### config.mk
export PLATFORM = sky130hd
export DESIGN_NAME = instr_fetch
export DESIGN_NICKNAME = d
export VERILOG_FILES = /design/src/rtl/instr_fetch.sv
export SDC_FILE = /design/constraint.sdc
export NUM_CORES = 1
export LEC_CHECK = 0
export BUFFER_PORTS_ARGS = -buffer_cell sky130_fd_sc_hd__buf_2
export CORE_MARGIN = 2
export CORE_UTILIZATION = 32
export CTS_CLUSTER_DIAMETER = 80
export DETAILED_ROUTE_END_ITERATION = 16
export PLACE_DENSITY = 0.55
export SLEW_MARGIN = 10
export SYNTH_ARGS = -nofsm -noshare
export SYNTH_HDL_FRONTEND = slang
export SYNTH_SLANG_ARGS = --single-unit
### constraint.sdc
create_clock -name clk -period 3.55 [get_ports clk]
set_input_delay 1.065 -clock clk [delete_from_list [all_inputs] [get_ports clk]]
set_output_delay 1.065 -clock clk [all_outputs]
set_load 0.005 [all_outputs]
### src/rtl/instr_fetch.sv
// instr_fetch: instruction-fetch front end reading a synchronous 1-cycle ROM.
//   Owns the PC, issues ROM word addresses, tags returned words with their PC
//   and buffers them in a DEPTH-entry FIFO presented to decode (valid/ready).
// Ports:
//   clk, rst_n                  clock, async active-low reset
//   rom_addr / rom_dout         ROM word address out, registered data in
//   out_valid/out_ready         decode handshake; out_instr/out_pc = FIFO head
//   redirect_valid/redirect_pc  flush and refetch from a new byte PC
//   halt_req / idle             stop issuing / halted and fully drained
// Optional (INSTR_FETCH_PERF_EN): perf_fetch_cnt, perf_stall_cnt counters.
module instr_fetch #(
  parameter logic [31:0] RESET_PC = 32'h0000_0000,
  parameter int          ADDR_W   = 10,
  parameter int          DEPTH    = 2
) (
  input  logic              clk,
  input  logic              rst_n,
  output logic [ADDR_W-1:0] rom_addr,
  input  logic [31:0]       rom_dout,
  output logic              out_valid,
  input  logic              out_ready,
  output logic [31:0]       out_instr,
  output logic [31:0]       out_pc,
  input  logic              redirect_valid,
  input  logic [31:0]       redirect_pc,
  input  logic              halt_req,
  output logic              idle
`ifdef INSTR_FETCH_PERF_EN
  ,
  output logic [31:0]       perf_fetch_cnt,
  output logic [31:0]       perf_stall_cnt
`endif
);

  localparam int PW = (DEPTH > 1) ? $clog2(DEPTH) : 1;
  localparam int CW = $clog2(DEPTH + 1);

  typedef enum logic {RUN, HALT} state_t;

  typedef struct packed {
    logic [31:0] pc;
    logic [31:0] instr;
  } fetch_rsp_t;

  state_t            state_q, state_d;
  logic [31:0]       pc_q, inflight_pc;
  logic              inflight_v;
  logic [CW-1:0]     count;
  logic [PW-1:0]     rd_ptr, wr_ptr;
  fetch_rsp_t        mem [DEPTH];
  fetch_rsp_t        head;
  logic              pop, push, issue;
  logic [CW:0]       credit;
  logic              unused_rpc;

  assign unused_rpc = ^redirect_pc[1:0];

  function automatic logic [PW-1:0] ptr_inc(input logic [PW-1:0] p);
    return (p == PW'(DEPTH - 1)) ? '0 : p + 1'b1;
  endfunction

  assign pop    = out_valid && out_ready;
  assign push   = inflight_v && !redirect_valid;
  // Slots already spoken for after this edge: buffered + in flight - leaving.
  // pop implies count>=1, so this never underflows.
  assign credit = {1'b0, count} + (CW+1)'(inflight_v) - (CW+1)'(pop);
  assign issue  = (state_q == RUN) && !halt_req && !redirect_valid &&
                  (credit < (CW+1)'(DEPTH));

  always_comb begin
    state_d = state_q;
    case (state_q)
      RUN:     if (halt_req)  state_d = HALT;
      HALT:    if (!halt_req) state_d = RUN;
      default: state_d = RUN;
    endcase
  end

  always_ff @(posedge clk or negedge rst_n) begin
    if (!rst_n) begin
      state_q     <= RUN;
      pc_q        <= RESET_PC;
      inflight_v  <= 1'b0;
      inflight_pc <= '0;
      count       <= '0;
      rd_ptr      <= '0;
      wr_ptr      <= '0;
    end else begin
      state_q    <= state_d;
      inflight_v <= issue;
      if (issue) begin
        inflight_pc <= pc_q;
        pc_q        <= pc_q + 32'd4;
      end
      if (redirect_valid) begin
        // Any same-cycle pop already happened at decode; drop everything else.
        pc_q   <= {redirect_pc[31:2], 2'b00};
        count  <= '0;
        rd_ptr <= '0;
        wr_ptr <= '0;
      end else begin
        if (push) wr_ptr <= ptr_inc(wr_ptr);
        if (pop)  rd_ptr <= ptr_inc(rd_ptr);
        count <= count + CW'(push) - CW'(pop);
      end
    end
  end

  // Payload storage needs no reset: outputs are gated by out_valid.
  always_ff @(posedge clk) begin
    if (push) mem[wr_ptr] <= '{pc: inflight_pc, instr: rom_dout};
  end

  assign head      = mem[rd_ptr];
  assign out_valid = (count != '0);
  assign out_pc    = out_valid ? head.pc    : '0;
  assign out_instr = out_valid ? head.instr : '0;
  assign rom_addr  = pc_q[ADDR_W+1:2];
  assign idle      = (state_q == HALT) && !inflight_v && (count == '0);

`ifdef INSTR_FETCH_PERF_EN
  always_ff @(posedge clk or negedge rst_n) begin
    if (!rst_n) begin
      perf_fetch_cnt <= '0;
      perf_stall_cnt <= '0;
    end else begin
      if (issue) perf_fetch_cnt <= perf_fetch_cnt + 32'd1;
      if ((state_q == RUN) && !issue && !redirect_valid)
        perf_stall_cnt <= perf_stall_cnt + 32'd1;
    end
  end
`endif

endmodule

======== Yosys cells after proc, flatten, opt, wreduce, memory -nomap -nowiden ========
Memory sizes are Yosys's and may differ from the RTL's.
Index checks and enable logic that the tools add are counted.
storage, ports and cells
  register bits after elaboration ......... 70
  latch bits .............................. 0
  memory bits (writable) .................. 128
  bits in read-only memories .............. 0
  input port bits ......................... 69
  logic and storage cells ................. 46
  memories ................................ 1
cells by class
  add/subtract/negate cells ............... 7
  multipliers ............................. 0
  div/mod/pow operators ................... 0
  $lt $le $gt $ge ......................... 1
  eq/ne operators ......................... 0
  shift-type cells ........................ 0
  multiplexer cells ....................... 14
  bitwise gates (word level) .............. 1
  reduce and logical (&&, ||, !) cells .... 15
memories
  name  words  width  read ports  clocked after memory_dff  wr ports  line  text
  mem   2      64     1           0                         1         50    fetch_rsp_t mem [DEPTH];
operators by type and width
  kind                     number
  $mux W32                 4
  $add A32 B3 Y32 const B  1
  $mux W1                  9
  $reduce_bool A2 Y1       4
  $logic_and A1 B1 Y1      7
  $add A2 B1 Y3            1
  $logic_not A1 Y1         3
  $lt A3 B2 Y1 const B     1
  $sub A3 B1 Y3            1
  $add A1 B1 Y1 const B    2
  $add A2 B1 Y2            1
  $logic_not A2 Y1         1
  $mux W2                  1
  $sub A2 B1 Y2            1
  $not A1 Y1               1

======== Longest topological paths before layout ========
Gate-level depths: netlist of the first run.
  word-level depth ........................ 7
  mapped depth ............................ 13

======== Worst setup path before layout of the first run ========
OpenSTA, ideal clock, no wires.
  path type ............................... input to register
  start point ............................. input redirect_valid
  end point ............................... memory mem[0][0] (netlist name) (enable)
  library setup time ...................... 0.482 ns
  arrival time ............................ 4.102 ns
  data required time ...................... 3.068 ns
  path slack .............................. -1.034 ns
  stages on the path ...................... 4
  buffers on the path ..................... 1
  path through ............................ inv_1 -> clkbuf_1 -> nand2_1 -> nor2_1
between the ends
  word-level cells in the longest chain between the ends .. 4
RTL lines
  item                           line  text
  start, declared                24    input logic redirect_valid,
  $logic_not A1 Y1               63    assign push = inflight_v && !redirect_valid;
  $logic_and A1 B1 Y1            63
  $mux W1                        111   if (push) mem[wr_ptr] <= '{pc: inflight_pc, instr: rom_dout};
  $mux W1 (implied by the code)  111
  end, declared                  50
Every way passes these cells.

======== Final worst setup path of the first run ========
  start point ............................. register count[1]
  end point ............................... output out_pc[16]
between the ends
  word-level cells in the longest chain between the ends .. 2
RTL lines
  item                    line  text
  start, declared         48    logic [CW-1:0] count;
  start signal, assigned  104   count <= count + CW'(push) - CW'(pop);
  $reduce_bool A2 Y1      115   assign out_valid = (count != '0);
  $mux W32                116   assign out_pc = out_valid ? head.pc : '0;
  end, declared           23    output logic [31:0] out_pc,
Every way passes these cells.

==> summary by stage, run 1 <==
STA
After routing, the total negative slack on setup checks comes to 0 ps. Between clock sinks in the finished design, the worst skew comes to 11.65 ps. The number of pins with negative max-slew slack in the final report came to 0. The slew at the pin with the worst max-slew slack is 738.2 ps. The number of failing hold endpoints at the final stage is 0. In this run the tightest slew margin relative to its limit is 50.79%. Setup violations remaining at the end of the flow were counted as 0. The minimum clock period after layout is 3113 ps. The hold slack is 472.1 ps. The peak clock frequency supported by timing is 321.2 MHz. Dividing the final minimum period by the clock period gives 87.70%. Setup repair after global routing left no endpoint under its margin.

Drt
After detailed routing, the average wire length per cell comes to 16.45 µm. For this run, design rule violations remaining after detail routing come to 0. In this run the remaining antenna-violating nets after routing total 0. For this block, the via count after detailed routing is 5395. The length of the first detailed-routing pass in iterations is 5. The total detailed-routing wirelength is 18670 µm.

For this block, the initial DRC count from the detailed router was 308. Dividing the detail-routed via count by the number of cells gives 4.753.

Yosys
The most used flip-flop cell after synthesis is sky130_fd_sc_hd__edfxtp_1. The average instance in the mapped netlist occupies 12.52 µm². Counting flops with an async set or reset pin after synthesis yields a share of 34.74%.

The post-synth design cell area is 8102 µm². The synthesized netlist contains 52 unique library cells. Counting every instance in the synthesized netlist gives 647. The sequential fraction of the synthesis area is 66.35%. The share of synthesized area in the top cell type comes to 45.96%. The number of synthesized flops with an enable pin is 124. Counting flops and latches in the post-synthesis netlist gives 190. The Yosys step of the flow raised 0 warnings. By area the synthesized netlist is led by sky130_fd_sc_hd__edfxtp_1, sky130_fd_sc_hd__dfrtp_1, sky130_fd_sc_hd__mux2i_1, sky130_fd_sc_hd__nand2_1, sky130_fd_sc_hd__nor2_1. The cell taking the most area after synthesis is sky130_fd_sc_hd__edfxtp_1.

Finish
The layout overhead on the synthesized area is 21.96%. For this run, the share of the core covered by cells in the final layout is 39.47%. The fill cell instance count of the final layout is 2443. The finished cells cover 9881 µm².

The fraction of layout cells with a size suffix above 1 is 26.65%. In the final design database the tool counted 863 nets.

Place
The post-detailed-placement cell area is 9301 µm². The placed wire-length estimate after detailed placement is 12340 µm. Port buffering added 140 buffers. The final weighted congestion in routability-driven placement is 0.7781.

Pwr
The internal power is 4413 µW. The fraction of power consumed by combinational cells is 20.7%. Net switching is 29.47% of the power.

In this run, flip-flops and latches consume 49.6% of the power. The clock network power share is 29.7%. The analysis attributes to cell leakage a power of 0.003944 µW.

The analysis attributes to net switching a power of 1844 µW. Dividing total power by cell area gives a power density of 633.2 nW/µm². IR analysis of the VDD net gives a maximum drop of 0.2567 mV. Power comes to 6257 µW.

Global routing
Global routing finished with a remaining overflow of 0. The via count of the first global-routing pass came to 5230. Global routing used 14.38% of the available tracks.

The largest net degree at the start of global routing is 67. The first-pass GRT wire length is 29150 µm. The initial antenna violation count is 1.

Floorplan
The floorplan step set the die height to 163.1 µm. Pin placement for this block handled 145 I/O pins. The initial core utilization is 32.36%.

The number of rows in the core area is 58. The floorplan step set the die width to 163.1 µm. The total die area is 26610 µm². After floorplanning, the core was sized to cover 25040 µm².

Setup path
The type of the setup path with the least slack is reg -> out. STA classifies the critical path startpoint as a flip-flop. Setup slack on the worst reg-to-reg path comes out at 460 ps.

Along the worst path, the maximum fanout reaches 62. The worst endpoint required time is 2480 ps. The worst path arrival time is 2050 ps. The worst setup path is captured at an output port.

Clock tree
The tree built by TritonCTS fans out to 190 sinks. TritonCTS created 17 clock buffers. Once the clock tree was built, the resizer swapped 0 gates to a different size.

Buffers inserted to repair hold after CTS numbered 0. The clock reaches the later pin of the worst-skew pair after 430 ps. Clock-pin slew was measured on the worst setup and hold paths at 60 ps. The root buffer cell chosen for the clock tree is sky130_fd_sc_hd__clkbuf_16. The clock tree synthesis step divided the H-tree into 4 levels. Buffers added to address setup during post-CTS repair amount to 0.

The number of buffers on the longest clock path is 2. The CTS tree is done.

Min path
The class of the tightest hold or removal check is reg -> reg.

Job
Max-cap violations in this run came to 0.

Run status
The flow ran to the end, and the final reports show no timing, DRC or antenna violations.
## synthesized netlist by cell type (all sizes together) (2+ instances only)
library cell	n
nor2b	5
xor2	2
or4	13
o211a	2
a31oi	2
o41ai	3
a21boi	2
a21oi	3
nand3	14
nor2	74
ha	3
and4	3
nand4	7
clkbuf	25
or3	2
nor3b	2
mux2i	64
and3	6
a221o	5
o311ai	6
buf	23
nand2	109
dfrtp	66
a22oi	7
nor4	9
and2	3
xnor2	5
a221oi	2
nor3	6
nand3b	2
o21ai	16
o211ai	14
inv	9
edfxtp	124
## layout make-up
cell class	count	area (µm²)	share of cell area, %
clock buffer	20	436.7	4.419
sequential	190	5379	54.44
tap	330	412.9	4.179
inverter	9	33.78	0.3419
clock inverter	12	137.6	1.393
timing repair buffer	171	1008	10.21
antenna	2	5.005	0.05065
multi-input combinational	401	2467	24.97
## worst paths after layout
kind / endpoint / from / depth (start not counted)
max in group asynchronous: rd_ptr / rst_n / 2
max reg2reg: pc_q[29] / count[1] / 11
min in group asynchronous: inflight_pc[13] / rst_n / 2
min reg2reg: mem[0][44] / inflight_pc[12] / 0
max: out_pc[16] / count[1] / 4
min: mem[0][44] / inflight_pc[12] / 0
## stage by stage
step                instances  worst slack (ps)
global placement         1101             61.82
floorplan                 648             65.48
detailed placement       1101             32.93
CTS                      1133             385.3
finish                   1135             436.6
global route             1133             259.2
## critical path: stages (launching register included)
cell	delay (ps)
sky130_fd_sc_hd__dfrtp_1	490
sky130_fd_sc_hd__nor2_4	150
sky130_fd_sc_hd__buf_4	600
sky130_fd_sc_hd__nor2_1	180
sky130_fd_sc_hd__buf_2	180
## cells in the final DEF (no fill, tap or decap), types with 3 or more instances in the layout
cell type | Yosys | final
sky130_fd_sc_hd__buf_2 | 3 | 140
sky130_fd_sc_hd__edfxtp_1 | 124 | 124
sky130_fd_sc_hd__nand2_1 | 109 | 108
sky130_fd_sc_hd__nor2_1 | 74 | 72
sky130_fd_sc_hd__dfrtp_1 | 66 | 65
sky130_fd_sc_hd__mux2i_1 | 64 | 64
sky130_fd_sc_hd__buf_4 | 13 | 25
sky130_fd_sc_hd__clkbuf_16 | 0 | 17
sky130_fd_sc_hd__o21ai_0 | 16 | 16
sky130_fd_sc_hd__nand3_1 | 14 | 14
sky130_fd_sc_hd__o211ai_1 | 14 | 14
sky130_fd_sc_hd__or4_1 | 13 | 13
sky130_fd_sc_hd__nor4_1 | 9 | 9
sky130_fd_sc_hd__inv_1 | 8 | 8
sky130_fd_sc_hd__a22oi_1 | 7 | 7
sky130_fd_sc_hd__o311ai_0 | 6 | 6
sky130_fd_sc_hd__nor3_1 | 6 | 6
sky130_fd_sc_hd__buf_12 | 0 | 6
sky130_fd_sc_hd__nor2b_1 | 5 | 5
sky130_fd_sc_hd__xnor2_1 | 5 | 5
sky130_fd_sc_hd__and3_1 | 6 | 5
sky130_fd_sc_hd__nand4_1 | 5 | 5
sky130_fd_sc_hd__a221o_1 | 4 | 4
sky130_fd_sc_hd__clkinv_4 | 0 | 4
sky130_fd_sc_hd__and2_1 | 3 | 3
sky130_fd_sc_hd__a21oi_1 | 3 | 3
sky130_fd_sc_hd__o41ai_1 | 3 | 3
sky130_fd_sc_hd__ha_1 | 3 | 3
sky130_fd_sc_hd__clkbuf_1 | 25 | 3
## state kept, by name (all words and copies together) (netlist names)
register / flops
mem: 124
inflight_pc: 30
pc_q: 30
count: 2
inflight_v: 1
rd_ptr: 1
state_q: 1
wr_ptr: 1
## layer usage
metal	global-route usage, %	vias to the layer above	share of wire (%)	wire [µm]
li1	-	2624	-	-
met1	19.58	2613	47	8727
met5	0	-	0	0
met3	2.946	15	4.2	779
met2	23.27	143	48	8912
met4	4.224	0	1.3	249
## power groups by stage
stage	Combinational [µW]	Sequential, µW	Clock, µW
after floorplan	899	2980	0
after global placement	1310	3130	0
after detailed placement	1320	3150	0
after CTS	1330	3100	1910
after global routing	1460	3150	2010
final	1300	3100	1860
## cells by family (layout without fill, tap and decap cells)
group | after synthesis | count (layout) | synth area share (%)
compound gates | 67 | 67 | 6.070
xor+xnor | 7 | 7 | 0.7568
fa+ha+maj | 4 | 4 | 0.7105
buf+inv | 57 | 212 | 3.475
flops | 190 | 190 | 66.35
mux | 64 | 64 | 7.907
other cells | 1 | 4 | 0.04629
simple gates | 257 | 257 | 14.69
No activity file was read; power rests on OpenSTA's default activity.
==> run 2: changes to the inputs <==
- BUFFER_PORTS_ARGS: -buffer_cell sky130_fd_sc_hd__buf_2 -> default
- DONT_BUFFER_PORTS: default -> 1
- PLACE_DENSITY: 0.55 -> 0.5
- SLEW_MARGIN: 10 -> 20
==> run 2 against run 1 <==
- critical path depth is 7 higher
- clock power is 2% lower
- cell count is 13% lower
- hold slack worse by 150 ps
- register-to-register slack worse by 110 ps
- setup slack worse by 89 ps
- non-clock buffer count is 147 lower
- fmax is 2.8% lower
- wire length is 2.1% lower
- total power is 4.3% lower
- clock-buffer cell count is 3 lower
- sequential power is 2% higher
- highest routed layer is now met5
==> summary by stage, run 2 (synthesized netlist as in run 1, its figures left out) <==
Setup path
The worst endpoint required time is 3900 ps (was 2480 ps). The count of buffering cells on the critical path with inverters included was 2 (unchanged). The kind of end point of the critical path is a flip-flop (was output port).

The worst path arrival time is 3550 ps (was 2050 ps). The kind of start point of the critical path is a flip-flop (unchanged). Cells along the critical path: nor2_4, inv_1, and2_1, nor2b_1, o21ai_0, fa_1, nor4b_2, nand2_2, buf_12, or4_1, o211ai_1 (was nor2_4, buf_4, nor2_1, buf_2). The cell family with the largest share of critical-path delay is simple AND/OR/NAND/NOR gates (was buffers and inverters).

The peak fanout along the critical path is 21 (was 62). The stage delay of the slowest cell on the critical path is 530 ps (was 600 ps). The slowest stage cell on the critical path is sky130_fd_sc_hd__dfrtp_1 (was sky130_fd_sc_hd__buf_4). The type of the setup path with the least slack is reg -> reg (was reg -> out).

Clock tree
The H-tree depth reported by CTS is 4 (unchanged). The TritonCTS sink count was 190 (unchanged). The total clock buffers created by CTS came to 17 (unchanged).

The cell chosen for the clock root is sky130_fd_sc_hd__clkbuf_16 (unchanged). The clock latency of the later-clocked register in the worst-skew pair came to 440 ps (was 430 ps). The CTS tree is done (unchanged). The number of buffers added to fix hold violations after cts came to 0 (unchanged). The clock transition at the registers of the reported paths was 70 ps (was 60 ps). The number of post-CTS setup repair buffers is 0 (unchanged).

The number of buffers on the longest clock path is 2 (unchanged). The post-cts sizing count is 0 (unchanged).

Global routing
The initial antenna violation count is 1 (unchanged). The met2 layer usage reported by global route is 22.67% (was 23.27%). The remaining global-route overflow is 0 (unchanged).

The via count of the first global-routing pass came to 4978 (was 5230). The met3 layer usage reported by global route is 5.891% (was 2.946%). The busiest layer in global routing is met2 (unchanged). The total track usage is 14.14% (was 14.38%).

The first-pass GRT wire length was 28500 µm (was 29150 µm). The routing usage on met1 is 17.44% (was 19.58%). The largest net degree at the start of global routing is 67 (unchanged).

Pwr
The fraction of power consumed by combinational cells is 16.7% (was 20.7%). The largest vdd supply drop is 0.2966 mV (was 0.2567 mV). The power density normalized to cell area was 660.0 nW/µm² (was 633.2 nW/µm²). The switching power summed over all nets is 1790 µW (was 1844 µW). The static leakage is 0.003249 µW (was 0.003944 µW). The clock network power share was 30.5% (was 29.7%). The sequential cell fraction of total power is 52.8% (was 49.6%). The net switching share of the total power is 29.89% (was 29.47%). The internal power is 4199 µW (was 4413 µW).

Drt
The count of vias placed by the detailed router is 4903 (was 5395). The number of violations reported at the end of detailed-routing iteration 0 was 250 (was 308). The average via count per standard cell is 4.978 (was 4.753). The length of the first detailed-routing pass in iterations is 6 (was 5). The DRC violations left is 0 (unchanged). The total detailed-routing wirelength is 18270 µm (was 18670 µm).

The wire length per cell after detailed routing is 18.55 µm (was 16.45 µm). The post-route antenna net violation count came to 0 (unchanged).

Floorplan
The height of the chip is 163.1 µm (unchanged). The initial core utilization came to 32.36% (unchanged). The number of top-level design ports is 145 (unchanged). The total die area is 26610 µm² (unchanged). The area of the core came to 25040 µm² (unchanged). The overall die width is 163.1 µm (unchanged). The number of rows in the core area is 58 (unchanged).

STA
The slew at the pin with the worst max-slew slack is 788.0 ps (was 738.2 ps). The count of endpoints failing setup in the final report is 0 (unchanged). The number of failing hold endpoints at the final stage is 0 (unchanged). The peak clock frequency supported by timing is 312.3 MHz (was 321.2 MHz). RSZ-0062 raised after global routing: no (unchanged).

The minimum clock period after layout was 3203 ps (was 3113 ps). The portion of the clock cycle consumed by the worst path in the final layout is 90.21% (was 87.70%). The max-slew headroom at the worst pin is 47.46% (was 50.79%). The number of pins with negative max-slew slack in the final report is 0 (unchanged). The hold slack is 317.3 ps (was 472.1 ps). The clock skew after layout was 19.88 ps (was 11.65 ps). The final total negative setup slack is 0 ps (unchanged).

Place
The quantity of I/O buffers inserted on ports is 0 (was 140). The placed instance count is 954 (was 1101). The placed wire-length estimate after detailed placement is 12380 µm (was 12340 µm).

The final weighted congestion in routability-driven placement is 0.7884 (was 0.7781).

Run status
Status: finished, final reports clean (unchanged).

Finish
The number of antenna diodes is 0 (was 2). The fraction of layout cells with a size suffix above 1 came to 10.23% (was 26.65%). The count of non-filler cells in the finished layout is 985 (was 1135). The number of flip-flops under the largest register name is 124 (unchanged). Most used cells in the layout excluding fill and tap cells: sky130_fd_sc_hd__edfxtp_1, sky130_fd_sc_hd__nand2_1, sky130_fd_sc_hd__nor2_1 (was sky130_fd_sc_hd__buf_2, sky130_fd_sc_hd__edfxtp_1, sky130_fd_sc_hd__nand2_1). The utilization after layout is 36.25% (was 39.47%). The number of nets in the layout is 716 (was 863). The layout overhead on the synthesized area is 12.02% (was 21.96%). The fill cell instance count of the final layout is 2459 (was 2443). The top register by number of flip-flops is mem (unchanged). The most frequent standard cell in the layout excluding fill and tap cells is sky130_fd_sc_hd__edfxtp_1 (was sky130_fd_sc_hd__buf_2). Largest registers in the final layout: mem: 124 flops, inflight_pc: 30 flops, pc_q: 30 flops (unchanged).

Min path
The class of the tightest hold or removal check is in -> async (was reg -> reg).

Job
The max capacitance violation total came to 0 (unchanged).
==> run 2: changes by cell type in the layout (fill, tap and decap cells not counted), moves of 2 or more <==
cell,change
sky130_fd_sc_hd__buf_2,-140
sky130_fd_sc_hd__buf_4,-4
sky130_fd_sc_hd__buf_12,-3
sky130_fd_sc_hd__clkbuf_1,-3
sky130_fd_sc_hd__clkinv_1,+2
sky130_fd_sc_hd__clkinv_2,-2
sky130_fd_sc_hd__clkinv_4,-2
sky130_fd_sc_hd__clkinvlp_4,+2
sky130_fd_sc_hd__diode_2,-2
==> run 2: through the flow <==
step | total power [µW] | worst slack [ps] | instance area, µm²
after detailed placement | 4250 | 25.88 | 8511
after global routing | 6335 | 22.12 | 9075
after CTS | 6095 | 276.4 | 9075
after global placement | 4204 | 44.59 | 8511
after floorplan | 3880 | 65.48 | 8113
final | 5990 | 347.5 | 9075
==> run 2: path summary, 6_finish.rpt <==
| check | from | to | slack (ps) | cells past startpoint |
|---|---|---|---|---|
| setup / recovery | count[1] | pc_q[25] | 350 | 11 |
| hold / removal | rst_n | pc_q[18] | 320 | 0 |
| setup reg to reg | count[1] | pc_q[25] | 350 | 11 |
| hold reg to reg | inflight_pc[20] | mem[1][52] | 470 | 0 |
| max in group asynchronous | rst_n | rd_ptr | 3110 | 0 |
| min in group clk | inflight_pc[20] | mem[1][52] | 470 | 0 |
==> run 2: layout make-up <==
class                      instances  area, µm²  area share [%]
clock buffer                      17      425.4           4.688
clock inverter                    14      138.9           1.530
inverter                           9      33.78          0.3723
multi-input combinational        401       2467           27.19
sequential                       190       5379           59.27
tap                              330      412.9           4.550
timing repair buffer              24      217.7           2.399
==> run 2: per-layer routing <==
layer / vias up / share of wire, %
met1: 2413 / 42
met3: 15 / 8.6
met2: 137 / 48
met4: 2 / 1.3
li1: 2336 / -
met5: - / 0.088
==> run 2: power groups by stage <==
stage	logic (µW)	registers, µW	clock network (µW)
final	1000	3160	1820
after global routing	1130	3230	1980
after CTS	1030	3180	1890
after detailed placement	1030	3220	0
after global placement	1010	3190	0
after floorplan	899	2980	0
==> run 3: changes to the inputs <==
- ABC_AREA: default -> 1
- clock period: 3.55 -> 2.8 ns (I/O delays scaled with it)
==> run 3 against run 2 <==
- first-iteration DRC count up 42%
- cell count grew 25%
- setup slack lost 170 ps
- non-clock buffer count shrank 4
- largest cell class unchanged
- sequential power increased by 25%
- via count up 15%
- clock skew shrank 6.3 ps
- hold slack got worse by 210 ps
==> summary by stage, run 3 <==
STA
Dividing the final minimum period by the clock period gives 93.57%. The max-slew headroom at the worst pin was 64.67% (was 47.46%). The number of pins with negative max-slew slack in the final report was 0 (unchanged). The count of endpoints failing setup in the final report is 0 (unchanged). The peak clock frequency supported by timing is 381.7 MHz. The clock skew after layout was 13.60 ps (was 19.88 ps). The number of failing hold endpoints at the final stage came to 0 (unchanged). The slew at the pin with the worst max-slew slack is 529.9 ps (was 788.0 ps). Counting I/O delays and the setup requirement, the final critical path takes 2620 ps. RSZ-0062 raised after global routing: no (unchanged). The hold slack came to 104.3 ps (was 317.3 ps).

Yosys
The gate count of the mapped netlist is 893 (was 647). The proportion of synthesized flip-flops having asynchronous set or reset is 34.74% (unchanged). The count of cell types in the netlist is 28 (was 52). The number of storage elements in the synthesis netlist is 190 (unchanged).

The area fraction of the dominant cell type after synthesis was 44.06% (was 45.96%). Top cells by area, synth: sky130_fd_sc_hd__edfxtp_1, sky130_fd_sc_hd__dfrtp_1, sky130_fd_sc_hd__nand2_1, sky130_fd_sc_hd__nand3_1, sky130_fd_sc_hd__a21oi_1 (was sky130_fd_sc_hd__edfxtp_1, sky130_fd_sc_hd__dfrtp_1, sky130_fd_sc_hd__mux2i_1, sky130_fd_sc_hd__nand2_1, sky130_fd_sc_hd__nor2_1). Most numerous cell types in the synthesized netlist: sky130_fd_sc_hd__nand2_1, sky130_fd_sc_hd__edfxtp_1, sky130_fd_sc_hd__nor2_1 (was sky130_fd_sc_hd__edfxtp_1, sky130_fd_sc_hd__nand2_1, sky130_fd_sc_hd__nor2_1). The most instantiated flip-flop cell in the synthesis netlist is sky130_fd_sc_hd__edfxtp_1 (unchanged). The number of warnings issued by yosys is 0 (unchanged).

The most repeated cell in the gate-level netlist after synthesis is sky130_fd_sc_hd__nand2_1 (was sky130_fd_sc_hd__edfxtp_1). The sequential fraction of the synthesis area was 63.60% (was 66.35%). The post-synthesis average cell area is 9.465 µm² (was 12.52 µm²). The post-synth design cell area is 8452 µm² (was 8102 µm²). The number of synthesized flops with an enable pin was 124 (unchanged). The cell taking the most area after synthesis is sky130_fd_sc_hd__edfxtp_1 (unchanged).

Global routing
The via count of the first global-routing pass is 5425 (was 4978). The largest net degree at the start of global routing is 67 (unchanged). The remaining global-route overflow is 0 (unchanged).

The initial antenna violation count came to 0 (was 1). The total track usage was 14.43% (was 14.14%). The first-pass GRT wire length is 31380 µm (was 28500 µm).

Pwr
The static leakage is 0.003754 µW (was 0.003249 µW). The largest vdd supply drop came to 0.3956 mV (was 0.2966 mV). The power density normalized to cell area is 908.1 nW/µm² (was 660.0 nW/µm²).

Floorplan
The number of rows in the core area came to 59 (was 58). The overall die width is 166.5 µm (was 163.1 µm). The area of the core was 25980 µm² (was 25040 µm²). The total die area is 27730 µm² (was 26610 µm²). The height of the chip came to 166.5 µm (was 163.1 µm).

The number of top-level design ports is 145 (unchanged). The initial core utilization is 32.53% (was 32.36%).

Finish
The number of flip-flops under the largest register name is 124 (unchanged). Largest registers in the final layout: mem: 124 flops, inflight_pc: 30 flops, pc_q: 30 flops (unchanged). The number of nets in the layout was 958 (was 716). The fill cell instance count of the final layout is 2671 (was 2459).

The fraction of layout cells with a size suffix above 1 is 9.020% (was 10.23%). The layout overhead on the synthesized area is 11.43% (was 12.02%). The count of non-filler cells in the finished layout is 1233 (was 985). The top register by number of flip-flops is mem (unchanged). The most frequent standard cell in the layout excluding fill and tap cells was sky130_fd_sc_hd__nand2_1 (was sky130_fd_sc_hd__edfxtp_1). The number of antenna diodes was 0 (unchanged). Most used cells in the layout excluding fill and tap cells: sky130_fd_sc_hd__nand2_1, sky130_fd_sc_hd__edfxtp_1, sky130_fd_sc_hd__nor2_1 (was sky130_fd_sc_hd__edfxtp_1, sky130_fd_sc_hd__nand2_1, sky130_fd_sc_hd__nor2_1).

Clock tree
The number of buffers on the longest clock path is 2 (unchanged). The CTS tree was done (unchanged). The H-tree depth reported by CTS is 4 (unchanged). The TritonCTS sink count was 190 (unchanged). The clock latency of the later-clocked register in the worst-skew pair is 420 ps (was 440 ps).

The number of post-CTS setup repair buffers is 0 (unchanged). The number of buffers added to fix hold violations after cts is 0 (unchanged). The cell chosen for the clock root was sky130_fd_sc_hd__clkbuf_16 (unchanged).

The total clock buffers created by CTS is 17 (unchanged). The clock transition at the registers of the reported paths is 80 ps (was 70 ps).

Setup path
The peak fanout along the critical path is 62 (was 21). The critical register-to-register path startpoint is count[1] (unchanged). The flop-to-flop setup slack is 270 ps (was 350 ps). The kind of end point of the critical path is an output port (was flip-flop).

The worst path arrival time was 1780 ps (was 3550 ps). The type of the setup path with the least slack is reg -> out (was reg -> reg). The worst endpoint required time was 1960 ps (was 3900 ps). The end of the worst register-to-register path is pc_q[31] (was pc_q[25]).

The kind of start point of the critical path was a flip-flop (unchanged). The count of cells along the worst register-to-register path came to 15 (was 11).

Drt
The post-route antenna net violation count was 0 (unchanged). The DRC violations left is 0 (unchanged). The average via count per standard cell is 4.577 (was 4.978). The length of the first detailed-routing pass in iterations was 4 (was 6).

The count of vias placed by the detailed router was 5644 (was 4903). The total detailed-routing wirelength came to 19850 µm (was 18270 µm). The wire length per cell after detailed routing is 16.09 µm (was 18.55 µm). The number of violations reported at the end of detailed-routing iteration 0 is 355 (was 250).

Place
The quantity of I/O buffers inserted on ports is 0 (unchanged). The placed wire-length estimate after detailed placement is 13020 µm (was 12380 µm). The final weighted congestion in routability-driven placement is 0.8311 (was 0.7884). The placed instance count is 1201 (was 954).

Job
The max capacitance violation total came to 0 (unchanged).

Min path
The class of the tightest hold or removal check is in -> async (unchanged).

Run status
Status: finished, final reports clean (unchanged).
==> run 3: changes by cell type in the layout (fill, tap and decap cells not counted), sizes merged, moves of 7 or more <==
cell    delta
a21oi     +60
o211ai     -9
or4       -13
mux2i     -64
inv       +64
nand2    +198
a22oi      -7
nand3     +54
o21ai     +10
nor2      +26
nor4       -9
==> run 3: metrics by stage <==
stage	area, µm²	power (µW)	TNS, ps	worst slack (ps)	utilization, %
final	9418	8552	0	180.1	36.24
after global routing	9418	9124	0	10.48	36.24
after CTS	9418	8712	0	116.5	36.24
after detailed placement	8843	6334	0	133.6	34.03
after global placement	8843	6293	0	138.7	34.03
after floorplan	8461	5537	-47050	-383.0	-
==> run 3: power by group <==
part	switching (µW)	internal, µW
registers	398	3560
logic	1570	687
clock network	1060	1280
==> run 3: cell families after synthesis <==
logic type / Yosys count / synth area share [%]
buf+inv: 122 / 6.454
xor+xnor: 2 / 0.2073
flops: 190 / 63.60
simple gates: 480 / 23.30
fa+ha+maj: 4 / 0.6810
other cells: 1 / 0.04437
compound gates: 94 / 5.714
==> run 3: final cells by class <==
type                    instances  area (µm²)  area share (%)
inverters                      74       280.3           2.976
clock buffers                  21       460.4           4.889
well taps                     335       419.2           4.451
flip-flops and latches        190        5376           57.09
repair buffers                 20       220.2           2.338
multi-input cells             582        2555           27.13
clock inverters                11       106.4           1.129
==> run 3: critical path, cell delays in order (launching register included) <==
cell                      delay (ps)
sky130_fd_sc_hd__dfrtp_1         470
sky130_fd_sc_hd__nor2_4          150
sky130_fd_sc_hd__buf_6           440
sky130_fd_sc_hd__a21oi_1         100
sky130_fd_sc_hd__buf_4           170
==> run 3: worst max-delay path by stage <==
stage	slack [ps]	from	end
2_1_floorplan	-380	redirect_valid	mem[0][0]
3_3_place_gp	140	out_ready	pc_q[29]
3_5_place_dp	130	out_ready	pc_q[29]
4_1_cts	120	count[1]	out_pc[23]
5_1_grt	10	count[1]	pc_q[5]
6_report	180	count[1]	out_pc[23]
==> run 3: what timing repair did <==
item,4_1_cts,5_1_grt
endpoints found under the setup margin,9,0
hold endpoints to repair,0,0
gates resized for setup,2,0
==> run 3: metal layers <==
metal / routed length, µm / GRT usage [%] / vias to the layer above
li1: - / - / 2872
met1: 9577 / 19.76 / 2629
met2: 9016 / 22.91 / 131
met3: 1051 / 3.850 / 12
met4: 199 / 3.448 / 0
met5: 0 / 0 / -
